$ cat src/rtl/demux14_pkg.sv
// demux14_pkg: shared constants and types for the demux14_router slice.
//   NUM_CH        number of output channels
//   SEL_W         width of the channel select
//   DEF_W         default item width
//   DEF_CNT_W     default delivered-counter width
//   slot_state_e  per-channel holding-slot state
package demux14_pkg;

    localparam int NUM_CH    = 4;
    localparam int SEL_W     = 2;
    localparam int DEF_W     = 8;
    localparam int DEF_CNT_W = 8;

    typedef enum logic {
        SLOT_EMPTY = 1'b0,
        SLOT_FULL  = 1'b1
    } slot_state_e;

endpackage

$ cat src/rtl/demux14_slot.sv
// demux14_slot: one output channel of the demux -- a one-entry holding slot
// with valid/ready handshake on the read side and a delivered-item counter.
// Ports:
//   clk, rst   clock (rising edge), asynchronous active-high reset
//   wr_en      load wr_data into the slot this cycle (the caller guarantees
//              the slot is empty or draining in the same cycle)
//   wr_data    item to load
//   rd_ready   consumer takes the item this cycle
//   valid      slot holds an item
//   data       slot payload (keeps its last value after drain)
//   count      number of items delivered, wraps at 2^CNT_W
module demux14_slot
    import demux14_pkg::*;
#(
    parameter int W     = DEF_W,
    parameter int CNT_W = DEF_CNT_W
) (
    input  logic             clk,
    input  logic             rst,
    input  logic             wr_en,
    input  logic [W-1:0]     wr_data,
    input  logic             rd_ready,
    output logic             valid,
    output logic [W-1:0]     data,
    output logic [CNT_W-1:0] count
);

    slot_state_e      state_r;
    slot_state_e      state_nxt_s;
    logic [W-1:0]     data_r;
    logic [CNT_W-1:0] count_r;
    logic             drain_s;

    // A drain only happens when the slot actually holds an item.
    assign drain_s = (state_r == SLOT_FULL) && rd_ready;

    // Next-state logic: a simultaneous drain and reload keeps the slot full.
    always_comb begin
        state_nxt_s = state_r;
        case (state_r)
            SLOT_EMPTY: begin
                if (wr_en) begin
                    state_nxt_s = SLOT_FULL;
                end else begin
                    state_nxt_s = SLOT_EMPTY;
                end
            end
            SLOT_FULL: begin
                if (drain_s && !wr_en) begin
                    state_nxt_s = SLOT_EMPTY;
                end else begin
                    state_nxt_s = SLOT_FULL;
                end
            end
            default: begin
                state_nxt_s = SLOT_EMPTY;
            end
        endcase
    end

    // State register.
    always_ff @(posedge clk or posedge rst) begin
        if (rst) begin
            state_r <= SLOT_EMPTY;
        end else begin
            state_r <= state_nxt_s;
        end
    end

    // Payload register: loads only on write, otherwise holds.
    always_ff @(posedge clk or posedge rst) begin
        if (rst) begin
            data_r <= {W{1'b0}};
        end else if (wr_en) begin
            data_r <= wr_data;
        end else begin
            data_r <= data_r;
        end
    end

    // Delivered counter: one per completed handshake, free-running wrap.
    always_ff @(posedge clk or posedge rst) begin
        if (rst) begin
            count_r <= {CNT_W{1'b0}};
        end else if (drain_s) begin
            count_r <= count_r + {{(CNT_W-1){1'b0}}, 1'b1};
        end else begin
            count_r <= count_r;
        end
    end

    assign valid = (state_r == SLOT_FULL);
    assign data  = data_r;
    assign count = count_r;

endmodule

$ cat src/rtl/demux14_router.sv
// demux14_router: registered 1-to-4 demultiplexer with valid/ready handshakes.
// Ports:
//   clk, rst    clock (rising edge), asynchronous active-high reset
//   in_valid    producer has an item on in_data/in_sel
//   in_ready    item accepted this cycle (depends only on the addressed channel)
//   in_data     item payload
//   in_sel      destination channel 0..3
//   out_valid   bit k: channel k holds an item
//   out_ready   bit k: consumer k takes the item this cycle
//   out_data    channel k payload at [k*W +: W]
//   out_count   channel k delivered count at [k*CNT_W +: CNT_W]
module demux14_router
    import demux14_pkg::*;
#(
    parameter int W     = DEF_W,
    parameter int CNT_W = DEF_CNT_W
) (
    input  logic                    clk,
    input  logic                    rst,
    input  logic                    in_valid,
    output logic                    in_ready,
    input  logic [W-1:0]            in_data,
    input  logic [SEL_W-1:0]        in_sel,
    output logic [NUM_CH-1:0]       out_valid,
    input  logic [NUM_CH-1:0]       out_ready,
    output logic [NUM_CH*W-1:0]     out_data,
    output logic [NUM_CH*CNT_W-1:0] out_count
);

    logic              in_ready_s;
    logic              accept_s;
    logic [NUM_CH-1:0] wr_en_s;

    // The addressed slot can take an item if it is empty or draining now;
    // the other channels never stall the producer.
    assign in_ready_s = !out_valid[in_sel] || out_ready[in_sel];
    assign in_ready   = in_ready_s;
    assign accept_s   = in_valid && in_ready_s;

    genvar k;
    generate
        for (k = 0; k < NUM_CH; k++) begin : g_ch
            assign wr_en_s[k] = accept_s && (in_sel == SEL_W'(k));

            demux14_slot #(
                .W     (W),
                .CNT_W (CNT_W)
            ) u_slot (
                .clk      (clk),
                .rst      (rst),
                .wr_en    (wr_en_s[k]),
                .wr_data  (in_data),
                .rd_ready (out_ready[k]),
                .valid    (out_valid[k]),
                .data     (out_data[k*W +: W]),
                .count    (out_count[k*CNT_W +: CNT_W])
            );
        end
    endgenerate

endmodule

$ cat config.mk
export PLATFORM = sky130hd
export DESIGN_NAME = demux14_router
export DESIGN_NICKNAME = d
export VERILOG_FILES = /design/src/rtl/demux14_pkg.sv /design/src/rtl/demux14_slot.sv /design/src/rtl/demux14_router.sv
export SDC_FILE = /design/constraint.sdc
export NUM_CORES = 1
export LEC_CHECK = 0
export ABC_AREA = 1
export CORE_MARGIN = 3
export CORE_UTILIZATION = 44
export DETAILED_ROUTE_END_ITERATION = 10
export PLACE_DENSITY = 0.79
export SYNTH_ARGS = -nofsm -noshare
export SYNTH_HDL_FRONTEND = slang
export SYNTH_HIERARCHICAL = 1
export SYNTH_SLANG_ARGS = --single-unit
$ cat constraint.sdc
create_clock -name clk -period 1.8 [get_ports clk]
set_input_delay 0.36 -clock clk [delete_from_list [all_inputs] [get_ports clk]]
set_output_delay 0.36 -clock clk [all_outputs]
set_load 0.02 [all_outputs]
=== After elaboration in Yosys (flattened, before gate mapping) ===
Index checks and enable logic that the tools add are counted.
Widths: inputs -> output; s select.

* Logic and storage cells: 60
* Output and inout port bits: 69
* RAM bits: 0
* Register bits after elaboration: 68
* Latch bits: 0
* ROM bits: 0
* Memories: 0
* Input bits: 17

* Multiplexer cells: 16
* Equality and inequality tests: 3
* Reductions and logical operators: 20
* Multipliers: 0
* Div/mod/pow operators: 0
* $add $sub $neg: 4
* Shift operators: 0
* Magnitude comparators: 1
* Bitwise logic cells: 4

{| class="wikitable"
|+ Operators by type and width
! cell !! number
|-
| $add 8x1->8 const B || 4
|-
| $logic_and 1x1->1 || 13
|-
| $mux 1 || 10
|-
| $pmux 1 s2 || 4
|-
| $logic_not 1->1 || 5
|-
| $bmux 1 s2 || 2
|-
| $eq 2x2->1 const B || 2
|-
| $not 1->1 || 4
|-
| $lt 2x3->1 const B || 1
|-
| $eq 2x1->1 const B || 1
|-
| $logic_not 2->1 || 1
|-
| $logic_or 1x1->1 || 1
|}

=== Depth between registers and ports, before layout ===
Gate-level depths: netlist (run 1).

* Depth in word-level cells: 10
* Mapped depth: 13
* Depth with buffers taken out: 11

=== Modules after synthesis ===
Netlist (run 1), hierarchy kept.

{| class="wikitable"
|+ By module, submodules not included
! module !! instances !! seq. area each (µm²) !! area each (µm²) !! cells an instance
|-
| demux14_slot || 4 || 425.4 || 734.5 || 81
|-
| demux14_router || 1 || 0.0 || 133.9 || 30
|}

=== Worst setup path before layout (run 1) ===
OpenSTA, ideal clock, no wires.

* Path type: flip-flop to flip-flop
* Start: register g_ch[3].u_slot.state_r
* End: register g_ch[0].u_slot.data_r[0]
* Path slack: 0.211 ns
* Stages on the path, launching flop included: 12
* Data arrival time: 1.471 ns
* Setup time: 0.117 ns
* Period minus slack after synthesis: 1.589 ns
* Required time: 1.683 ns
* Path buffers: 1
* Cell sequence: dfrtp_1 > nand2_1 > nand2_1 > nand2_1 > nand2_1 > nand2_2 > nand2_2 > nor2_1 > buf_2 > clkinv_1 > nand2_1 > nand2_1

* Longest elaborated chain between the ends: 6

{| class="wikitable"
|+ Ends and longest elaborated chain
! what !! line !! text
|-
| start, declared || demux14_slot.sv:28 || <nowiki>slot_state_e state_r;</nowiki>
|-
| start signal, assigned || demux14_slot.sv:66 || <nowiki>state_r <= state_nxt_s;</nowiki>
|-
| $bmux 1 s2 || demux14_router.sv:36 || <nowiki>assign in_ready_s = !out_valid[in_sel] || out_ready[in_sel];</nowiki>
|-
| $mux 1 (implied by the code) || demux14_router.sv:36 ||
|-
| $logic_not 1->1 || demux14_router.sv:36 ||
|-
| $logic_or 1x1->1 || demux14_router.sv:36 ||
|-
| via in_ready || demux14_router.sv:21 || <nowiki>output logic in_ready,</nowiki>
|-
| $logic_and 1x1->1 || demux14_router.sv:38 || <nowiki>assign accept_s = in_valid && in_ready_s;</nowiki>
|-
| $logic_and 1x1->1 || demux14_router.sv:43 || <nowiki>assign wr_en_s[k] = accept_s && (in_sel == SEL_W'(k));</nowiki>
|-
| via wr_en_s[0] || demux14_router.sv:32 || <nowiki>logic [NUM_CH-1:0] wr_en_s;</nowiki>
|-
| end signal, assigned || demux14_slot.sv:73 || <nowiki>data_r <= {W{1'b0}};</nowiki>
|-
| end signal, assigned || demux14_slot.sv:75 || <nowiki>data_r <= wr_data;</nowiki>
|-
| end signal, assigned || demux14_slot.sv:77 || <nowiki>data_r <= data_r;</nowiki>
|-
| end, declared || demux14_slot.sv:30 || <nowiki>logic [W-1:0] data_r;</nowiki>
|}

The timed path passes the listed nets, and every way through them passes these cells. The select of a mux whose other input is x is not followed.
A chain may end at the register's enable or synchronous reset.

=== Worst setup path after layout (run 1) ===
* Start: register g_ch[1].u_slot.count_r[5]
* End: output out_count[13]

{| class="wikitable"
|+ RTL lines
! what !! line !! text
|-
| start, declared || demux14_slot.sv:31 || <nowiki>logic [CNT_W-1:0] count_r;</nowiki>
|-
| start signal, assigned || demux14_slot.sv:84 || <nowiki>count_r <= {CNT_W{1'b0}};</nowiki>
|-
| start signal, assigned || demux14_slot.sv:86 || <nowiki>count_r <= count_r + {{(CNT_W-1){1'b0}}, 1'b1};</nowiki>
|-
| start signal, assigned || demux14_slot.sv:88 || <nowiki>count_r <= count_r;</nowiki>
|-
| end, declared || demux14_router.sv:27 || <nowiki>output logic [NUM_CH*CNT_W-1:0] out_count</nowiki>
|}

No word-level cell between the ends.

==> run_results.csv, run 1 <==
group,metric,value,unit
outcome,status,"finished clean",
clocking,cts_setup_buffers,0,
setup_path,r2r_start,"g_ch[3].u_slot/valid",
sta,skew,8.49,ps
route,via_count,2589,
placed_design,place_congestion,0.795,
setup_path,end_kind,"output port",
logic_synthesis,syn_nets,375,
floorplanning,core,0.00657,mm^2
sta,relSlewSlack,82.4,%
global_routing,gr-usage-all-layers,19.8,%
clocking,numCtsBuffers,9,
power,total_power,5.34,mW
placed_design,io_buffers,85,
global_routing,grt_start_max_net_pins,18,
global_routing,grt_pass1_wl,11700,um
power,internal-power,3.50,mW
sta,postLayoutSetupSlackWorst,60.5,ps
clocking,clkTransAtPathRegs,80,ps
clocking,cts-root-buf,"clkbuf_8",
power,combPwrFrac,33.1,%
logic_synthesis,synth_warnings,6,
logic_synthesis,syn-cell-area,0.00307,mm^2
sta,hold_viol_final,0,
setup_path,rrSetupSlack,210,ps
power,seqPwrFrac,40.7,%
hold_path,hold_path_class,"in2async",
setup_path,path_buf_inv,1,
clocking,tritoncts,"built",
setup_path,ff2ff_path_depth,10,
placed_design,place_ws,-554,ps
route,first_pass_iters,4,
setup_path,slowest_delay,630,ps
layout,nets,483,
sta,slew_viol_final,0,
route,wl,7420,um
setup_path,r2r_end,"g_ch[2].u_slot/data[6]",
power,pwr_density_cell,1210,mW/mm^2
setup_path,path_depth,1,
layout,drive_above_1_share,14.1,%
logic_synthesis,synth.distinct_cells,19,
power,switching_share,34.3,%
route,drt_iter0_drc,105,
setup_path,worstPathRequired,1440,ps
clocking,htree_levels,3,
global_routing,grt-ovfl-total,0,
sta,period_minus_slack,1740,ps
setup_path,crit_slowest_cell,"clkdlybuf4s50_1",
logic_synthesis,netlist_instances,354,
floorplanning,die_h,89.6,um
sta,period_share,96.6,%
layout,syn_to_final_growth,43.0,%
route,drc,0,
run,cap_violations,0,
power,power_switching,1.83,mW
setup_path,crit_end,"out_count[13]",
power,clkPwrFrac,26.2,%
placed_design,placed_cell_area,0.00414,mm^2
logic_synthesis,ys_seq_area_share,55.4,%
placed_design,dpl.hpwl,5500,um
setup_path,setup.worst_path.start,"g_ch[1].u_slot/count[5]",
floorplanning,die_area,0.00802,mm^2
setup_path,start_kind,"register",
floorplanning,ioPinCount,86,
setup_path,path_delay_family,"buffers and inverters",
sta,max_slew.worst_pin.slew,263,ps
layout,final_area,0.00439,mm^2
clocking,clock_sinks,68,
setup_path,critical_path_class,"reg2out",
setup_path,path_cells,"clkdlybuf4s50_1",
route,ant_nets,0,
clocking,cts_buffer_depth,2,
power,vdd_drop_max,0.000707,V
global_routing,grt_pass1_vias,2387,
sta,fin_hold_ws,426,ps
clocking,holdBufCountCts,0,
clocking,clk_latency,340,ps
logic_synthesis,ys_ff_latch,68,
sta,setup_violations,0,
floorplanning,start_util,46.8,%
route,detail_route.wl_per_cell,13.3,um
floorplanning,die_width,89.6,um
layout,diodes,0,
route,via_per_inst,4.62,
logic_synthesis,synth.avg_cell_area,8.68,um^2
floorplanning,rows,29,
sta,max_freq,575,MHz
power,p_leak,2.42,nW
global_routing,grt_antenna_before_repair,0,
setup_path,crit_fanout,5,
setup_path,crit_arrival,1380,ps
cells in the mapped netlist:
library cell | instances | area share, %
nand2_1 | 163 | 20
dfrtp_1 | 68 | 55
inv_1 | 33 | 4.0
nand3_1 | 11 | 1.8
nand2_2 | 10 | 2.0
nor2_1 | 8 | 0.98
nor2_4 | 8 | 2.9
xnor2_1 | 8 | 2.3
xor2_1 | 8 | 2.3
nor2_2 | 6 | 1.2
buf_2 | 4 | 0.65
clkinv_1 | 4 | 0.49
ha_1 | 4 | 1.6
mux2_2 | 4 | 1.5
nand3b_1 | 4 | 0.98
o21ai_0 | 4 | 0.65
o21ai_1 | 4 | 0.65
inv_2 | 2 | 0.24
buf_6 | 1 | 0.37
worst min path at each step:
stage	start	endpoint	slack [ps]	depth (start not counted)
floorplan	rst	g_ch[0].u_slot/count[0]	290	1
global placement	g_ch[0].u_slot/data[3]	g_ch[0].u_slot/data[3]	450	2
detailed placement	g_ch[3].u_slot/data[5]	g_ch[3].u_slot/data[5]	460	2
CTS	rst	g_ch[2].u_slot/data[7]	400	3
global route	rst	g_ch[3].u_slot/count[1]	410	3
finish	rst	g_ch[2].u_slot/data[7]	430	3
state kept, by name, indices dropped and copies added (netlist names):
register           count
g_ch.u_slot/data      32
g_ch.u_slot/count     32
g_ch.u_slot/valid      4
layout make-up:
cell class / instances / area [um^2]
Inverter: 39 / 146
Multi-Input combinational cell: 242 / 1190
Timing Repair Buffer: 102 / 1010
Sequential cell: 68 / 1700
Tap cell: 93 / 116
Clock buffer: 10 / 138
Clock inverter: 6 / 86.3
Fill cell: 512 / 2180
cells in the final DEF (no fill, tap or decap), types with 6 or more instances in the layout:
cell type	netlist	final
xor2_1	8	8
dlymetal6s2s_1	0	18
nand2_1	163	163
dlygate4sd2_1	0	7
xnor2_1	8	8
nand2_2	10	10
buf_4	0	17
nor2_1	8	8
nor2_4	8	8
nor2_2	6	6
nand3_1	11	11
clkdlybuf4s50_1	0	58
clkbuf_8	0	10
inv_1	33	33
dfrtp_1	68	68
power groups by stage:
stage                     Clock, mW  Combinational [mW]  Sequential (mW)
final                          1.40                1.77             2.17
after global routing           1.52                1.91             2.23
after CTS                      1.44                1.81             2.18
after detailed placement          0                1.81             2.20
after global placement            0                1.76             2.19
after floorplan                   0               0.498             2.57
routing by layer:
metal / track usage [%] / wire, um
met1: 26.4 / 3170
met2: 30.9 / 3690
met3: 6.45 / 462
met4: 6.22 / 98
met5: 0 / 0
metrics by stage:
stage	instances	util [%]	TNS, ps
floorplan	354	-	0
global placement	544	63.0	-12380
detailed placement	544	63.0	-14880
CTS	560	66.2	0
global route	560	66.9	-5.37
finish	560	66.9	0
worst min-delay path: stages:
cell             delay [ps]
clkdlybuf4s50_1         460
inv_1                    70
buf_4                   240
logic make-up after synthesis:
logic type,after synthesis,share of synthesized area [%]
muxes,4,1.47
and+or+nand+nor,210,29.9
xor gates and xnor gates,16,4.56
AOI/OAI and AO/OA,8,1.30
buffers and inverters,44,5.78
adders and majority gates,4,1.63
DFF,68,55.4
repair_timing:
item / CTS / global route
pin swaps: 0 / 0
endpoints found under the setup margin: 31 / 22
resized for setup: 11 / 21
endpoints found under the hold margin: 0 / 0
Power figures use the tool's default switching activity.
==> inputs of run 2 (changes only) <==
--- a/config.mk
+++ b/config.mk
@@ -6,11 +6,11 @@
 export NUM_CORES = 1
 export LEC_CHECK = 0
 export ABC_AREA = 1
+export CORE_ASPECT_RATIO = 0.5
 export CORE_MARGIN = 3
 export CORE_UTILIZATION = 44
 export DETAILED_ROUTE_END_ITERATION = 10
 export PLACE_DENSITY = 0.79
 export SYNTH_ARGS = -nofsm -noshare
 export SYNTH_HDL_FRONTEND = slang
-export SYNTH_HIERARCHICAL = 1
 export SYNTH_SLANG_ARGS = --single-unit
==> run 2 against run 1 <==
Effect of this change: combinational power up 14%; core utilization increased by 0.36 points; hold slack improved by 24 ps; sequential power up 3%; first-iteration DRC count grew 67%; register-to-register slack improved by 100 ps; area after synthesis up 3.7%; largest power group unchanged; highest routed layer unchanged.
==> run_results.csv, run 2 <==
group,metric,value,unit
outcome,status,"finished clean",
clocking,tritoncts,"built",
sta,slew_viol_final,0,
route,via_count,2657,
sta,setup_violations,0,
setup_path,end_kind,"output port",
power,seqPwrFrac,37.7,%
setup_path,start_kind,"register",
placed_design,place_congestion,0.793,
sta,period_share,97.3,%
clocking,htree_levels,3,
layout,layout_common_cells,"119 x nand2_1, 77 x clkdlybuf4s50_1, 68 x dfrtp_1",
clocking,cts_buffer_depth,2,
layout,drive_above_1_share,14.3,%
floorplanning,core,0.00686,mm^2
global_routing,grt_antenna_before_repair,0,
sta,fin_hold_ws,450,ps
logic_synthesis,synth.avg_cell_area,9.37,um^2
logic_synthesis,synthTopCellsByArea,"dfrtp_1 53%, nand2_1 14%, nand4_1 6.5%",
logic_synthesis,yosys.area.top_type,"dfrtp_1",
global_routing,grt_pass1_wl,12400,um
route,first_pass_iters,4,
layout,diodes,0,
power,power_switching,2.02,mW
sta,skew,7.76,ps
floorplanning,die_width,126,um
floorplanning,ioPinCount,86,
power,switching_share,34.1,%
placed_design,dpl.hpwl,5430,um
clocking,cts-root-buf,"clkbuf_16",
floorplanning,die_h,66.2,um
setup_path,worstPathRequired,1440,ps
sta,max_slew.worst_pin.slew,363,ps
clocking,clock_sinks,68,
setup_path,crit_fanout,4,
clocking,holdBufCountCts,0,
logic_synthesis,synthTopCellsByCount,"119 x nand2_1, 68 x dfrtp_1, 33 x nand4_1, 25 x inv_1",
setup_path,crit_arrival,1390,ps
power,internal-power,3.92,mW
clocking,cts_setup_buffers,0,
logic_synthesis,synth_warnings,0,
setup_path,path_buf_inv,1,
logic_synthesis,async_flop_share,100,%
sta,period_minus_slack,1750,ps
sta,relSlewSlack,75.8,%
setup_path,critical_path_class,"reg2out",
hold_path,hold_path_class,"in2reg",
power,clkPwrFrac,28.5,%
placed_design,placed_cell_area,0.00431,mm^2
power,total_power,5.94,mW
sta,rsz0062_at_grt,"false",
placed_design,place_ws,-583,ps
sta,postLayoutSetupSlackWorst,48.2,ps
route,via_per_inst,4.81,
floorplanning,rows,21,
global_routing,grt-ovfl-total,0,
floorplanning,start_util,46.5,%
setup_path,path_delay_family,"buffers and inverters",
global_routing,grt_start_max_net_pins,69,
global_routing,gr-usage-all-layers,18.7,%
logic_synthesis,ys_seq_area_share,53.4,%
logic_synthesis,netlist_instances,340,
route,wl,7550,um
clocking,clk_latency,320,ps
setup_path,slowest_delay,650,ps
power,combPwrFrac,33.9,%
logic_synthesis,syn-cell-area,0.00319,mm^2
route,drt_iter0_drc,175,
sta,max_freq,571,MHz
layout,syn_to_final_growth,44.7,%
power,pwr_density_cell,1290,mW/mm^2
logic_synthesis,ys_ff_latch,68,
logic_synthesis,synth_edf_count,0,
floorplanning,die_area,0.00836,mm^2
sta,setup_tns,0,ps
placed_design,dp_cells,537,
logic_synthesis,syn_nets,361,
run,cap_violations,0,
layout,nets,477,
layout,final-instance-count-excl-fill,552,
power,p_leak,2.28,nW
global_routing,grt_pass1_vias,2562,
placed_design,io_buffers,85,
power,vdd_drop_max,0.000614,V
logic_synthesis,synth_ff_type,"dfrtp_1",
logic_synthesis,synth.distinct_cells,27,
setup_path,crit_slowest_cell,"clkdlybuf4s50_1",
logic_synthesis,synth_top_cell_area_share,53.4,%
clocking,clkTransAtPathRegs,50,ps
sta,hold_viol_final,0,
route,ant_nets,0,
clocking,numCtsBuffers,9,
layout,final_common_cell,"nand2_1",
layout,post-route-util,67.2,%
route,drc,0,
setup_path,path_cells,"clkdlybuf4s50_1",
logic_synthesis,yosys.cell_count.top_type,"nand2_1",
route,detail_route.wl_per_cell,13.7,um
layout,final_area,0.00461,mm^2
## run 2: kinds of logic (layout without fill, tap and decap cells)
logic type | count (synthesis) | in the layout | synth area share [%]
flops | 68 | 68 | 53.4
buf+inv | 41 | 161 | 7.23
fa+ha+maj | 4 | 4 | 1.57
simple gates | 195 | 195 | 29.8
xor+xnor | 25 | 25 | 6.87
compound gates | 7 | 7 | 1.10
## run 2: final cells by class
type	count	area [um^2]
repair buffers	118	1140
multi-input cells	231	1250
inverters	28	111
flip-flops and latches	68	1700
fillers	526	2250
clock buffers	9	225
clock inverters	6	66.3
well taps	92	115
## run 2: routing by layer
| metal | global-route usage [%] | wire [um] | vias to the layer above |
|---|---|---|---|
| li1 | - | - | 1331 |
| met1 | 24.6 | 3420 | 1239 |
| met2 | 30.8 | 3630 | 75 |
| met3 | 4.76 | 373 | 12 |
| met4 | 5.88 | 123 | 0 |
| met5 | 0 | 0 | - |
## run 2: path summary, 6_finish.rpt
kind	slack (ps)	endpoint	cells after the start	start
max	50	out_count[10]	1	g_ch[1].u_slot.count[2]
min	450	g_ch[0].u_slot.valid	2	out_ready[0]
max reg2reg	310	g_ch[0].u_slot.data[6]	9	g_ch[2].u_slot.valid
min reg2reg	470	g_ch[1].u_slot.data[0]	2	g_ch[1].u_slot.data[0]
max in group asynchronous	1010	g_ch[2].u_slot.data[1]	3	rst
min in group asynchronous	500	g_ch[2].u_slot.count[2]	3	rst
## run 2: repair_timing
| item | 4_1_cts | 5_1_grt |
|---|---|---|
| pin swaps | 1 | 0 |
| endpoints found under the setup margin | 37 | 30 |
| resized for setup | 10 | 5 |
## run 2: power groups by stage
| stage | clock network, mW | logic (mW) | registers [mW] |
|---|---|---|---|
| final | 1.69 | 2.01 | 2.24 |
| after global routing | 1.79 | 2.18 | 2.30 |
| after CTS | 1.73 | 2.04 | 2.24 |
| after detailed placement | 0 | 2.03 | 2.26 |
| after global placement | 0 | 1.98 | 2.24 |
| after floorplan | 0 | 0.607 | 2.66 |
==> inputs of run 3 (changes only) <==
--- a/config.mk
+++ b/config.mk
@@ -11,6 +11,7 @@
 export CORE_UTILIZATION = 44
 export DETAILED_ROUTE_END_ITERATION = 10
 export PLACE_DENSITY = 0.79
+export REMOVE_ABC_BUFFERS = 1
 export SYNTH_ARGS = -nofsm -noshare
 export SYNTH_HDL_FRONTEND = slang
 export SYNTH_SLANG_ARGS = --single-unit
==> run 3 against run 2 <==
Effect of this change: core utilization rose by 1.2 points; final area rose by 1.8%; hold slack got worse by 120 ps; critical path depth did not move; largest power group unchanged; die area did not move; wire length rose by 2.1%; via count rose by 0.98%; highest routed layer unchanged; sequential share of layout area fell by 0.65 points; final cell count did not move; first-iteration DRC count rose by 51%; non-clock buffer count fell by 1.
==> run_results.csv, run 3 (same netlist as run 2, synthesis figures left out) <==
group,metric,value,unit
outcome,status,"finished clean",
setup_path,path_delay_family,"buffers and inverters",
route,drc,0,
power,vdd_drop_max,0.000713,V
setup_path,start_kind,"register",
route,ant_nets,0,
setup_path,slowest_delay,630,ps
global_routing,grt_start_max_net_pins,37,
floorplanning,die_width,126,um
global_routing,grt-ovfl-total,0,
global_routing,grt_pass1_wl,12600,um
placed_design,io_buffers,85,
floorplanning,ioPinCount,86,
clocking,clkTransAtPathRegs,50,ps
global_routing,grt_pass1_vias,2578,
route,via_per_inst,4.86,
setup_path,rrSetupSlack,180,ps
setup_path,worstPathRequired,1440,ps
setup_path,r2r_end,"g_ch[1].u_slot.data[1]",
power,combPwrFrac,32.1,%
clocking,tritoncts,"built",
setup_path,path_cells,"clkdlybuf4s50_1",
layout,layout_common_cells,"119 x nand2_1, 74 x clkdlybuf4s50_1, 68 x dfrtp_1",
power,seqPwrFrac,35.5,%
power,pwr_density_cell,1340,mW/mm^2
setup_path,r2r_start,"g_ch[1].u_slot.valid",
floorplanning,rows,21,
sta,setup_violations,0,
route,via_count,2683,
sta,rsz0062_at_grt,"false",
setup_path,crit_slowest_cell,"clkdlybuf4s50_1",
layout,final_common_cell,"nand2_1",
placed_design,dpl.hpwl,5340,um
sta,hold_viol_final,0,
setup_path,critical_path_class,"reg2out",
floorplanning,die_h,66.2,um
floorplanning,die_area,0.00836,mm^2
sta,slew_viol_final,0,
setup_path,end_kind,"output port",
setup_path,setup.worst_path.start,"g_ch[3].u_slot.count[1]",
layout,post-route-util,68.4,%
sta,max_freq,574,MHz
route,first_pass_iters,4,
clocking,clk_latency,330,ps
hold_path,hold_path_class,"in2async",
layout,syn_to_final_growth,47.3,%
sta,relSlewSlack,74.2,%
sta,fin_hold_ws,325,ps
sta,skew,4.10,ps
setup_path,crit_fanout,4,
layout,fillers,519,
floorplanning,start_util,46.5,%
power,clkPwrFrac,32.4,%
global_routing,grt_antenna_before_repair,0,
run,cap_violations,0,
clocking,htree_levels,3,
setup_path,path_buf_inv,1,
clocking,cts_buffer_depth,2,
power,total_power,6.29,mW
placed_design,place_congestion,0.807,
sta,max_slew.worst_pin.slew,387,ps
floorplanning,core,0.00686,mm^2
power,p_leak,2.37,nW
route,drt_iter0_drc,265,
setup_path,crit_arrival,1380,ps
clocking,clock_sinks,68,
route,detail_route.wl_per_cell,14.0,um
global_routing,gr-usage-all-layers,20.0,%
layout,drive_above_1_share,14.6,%
power,power_switching,2.08,mW
clocking,cts-root-buf,"clkbuf_16",
sta,setup_tns,0,ps
setup_path,ff2ff_path_depth,9,
sta,period_minus_slack,1740,ps
power,internal-power,4.21,mW
route,wl,7710,um
layout,nets,476,
sta,period_share,96.7,%
layout,diodes,0,
power,switching_share,33.0,%
clocking,numCtsBuffers,9,
run 3: changes by cell type in the layout (fill, tap and decap cells not counted), moves of 2 or more:
| cell | before | now |
|---|---|---|
| clkinvlp_4 | 4 | 1 |
| clkdlybuf4s50_1 | 77 | 74 |
| bufinv_16 | 1 | 3 |
| dlymetal6s2s_1 | 4 | 8 |
| buf_4 | 28 | 26 |
run 3: area by class of cell:
class / instances / area, um^2 / area share, %
Clock inverter: 7 / 124 / 2.64
Sequential cell: 68 / 1700 / 36.3
Timing Repair Buffer: 117 / 1160 / 24.7
Clock buffer: 9 / 225 / 4.80
Inverter: 28 / 110 / 2.35
Multi-Input combinational cell: 231 / 1260 / 26.8
Tap cell: 92 / 115 / 2.45
run 3: how the worst max path moves through the flow:
stage	end	slack, ps	cells after the start
2_1_floorplan	g_ch[0].u_slot.count[0]	-270	1
3_3_place_gp	in_ready	-540	7
3_5_place_dp	in_ready	-570	8
4_1_cts	out_valid[3]	6	2
5_1_grt	out_count[28]	5	1
6_report	out_count[25]	60	1
run 3: metal layers:
layer  up-vias  track usage (%)  part of all wire (%)
li1       1328                -                     -
met1      1268             25.6                    44
met2        71             31.0                    48
met3        16             5.24                   5.4
met4         0             11.6                   2.2
met5         -                0                     0
run 3: through the flow:
stage,std cells,setup WS (ps),instance area [um^2]
floorplan,327,-272,3060
global placement,536,-542,4310
detailed placement,536,-565,4310
CTS,552,6.08,4670
global route,552,4.95,4690
finish,552,59.4,4690
run 3: repair_timing:
item | 4_1_cts | 5_1_grt
gates resized for setup | 12 | 9
gates cloned | 0 | 0
setup buffers | 0 | 0
hold buffers | 0 | 0
pin swaps | 2 | 0
endpoints found under the setup margin | 37 | 25
run 3: power by group through the flow:
stage | sequential [mW] | clock, mW | combinational (mW)
final | 2.23 | 2.04 | 2.02
after global routing | 2.29 | 2.18 | 2.19
after CTS | 2.24 | 2.09 | 2.05
after detailed placement | 2.25 | 0 | 2.03
after global placement | 2.24 | 0 | 1.99
after floorplan | 2.67 | 0 | 0.540
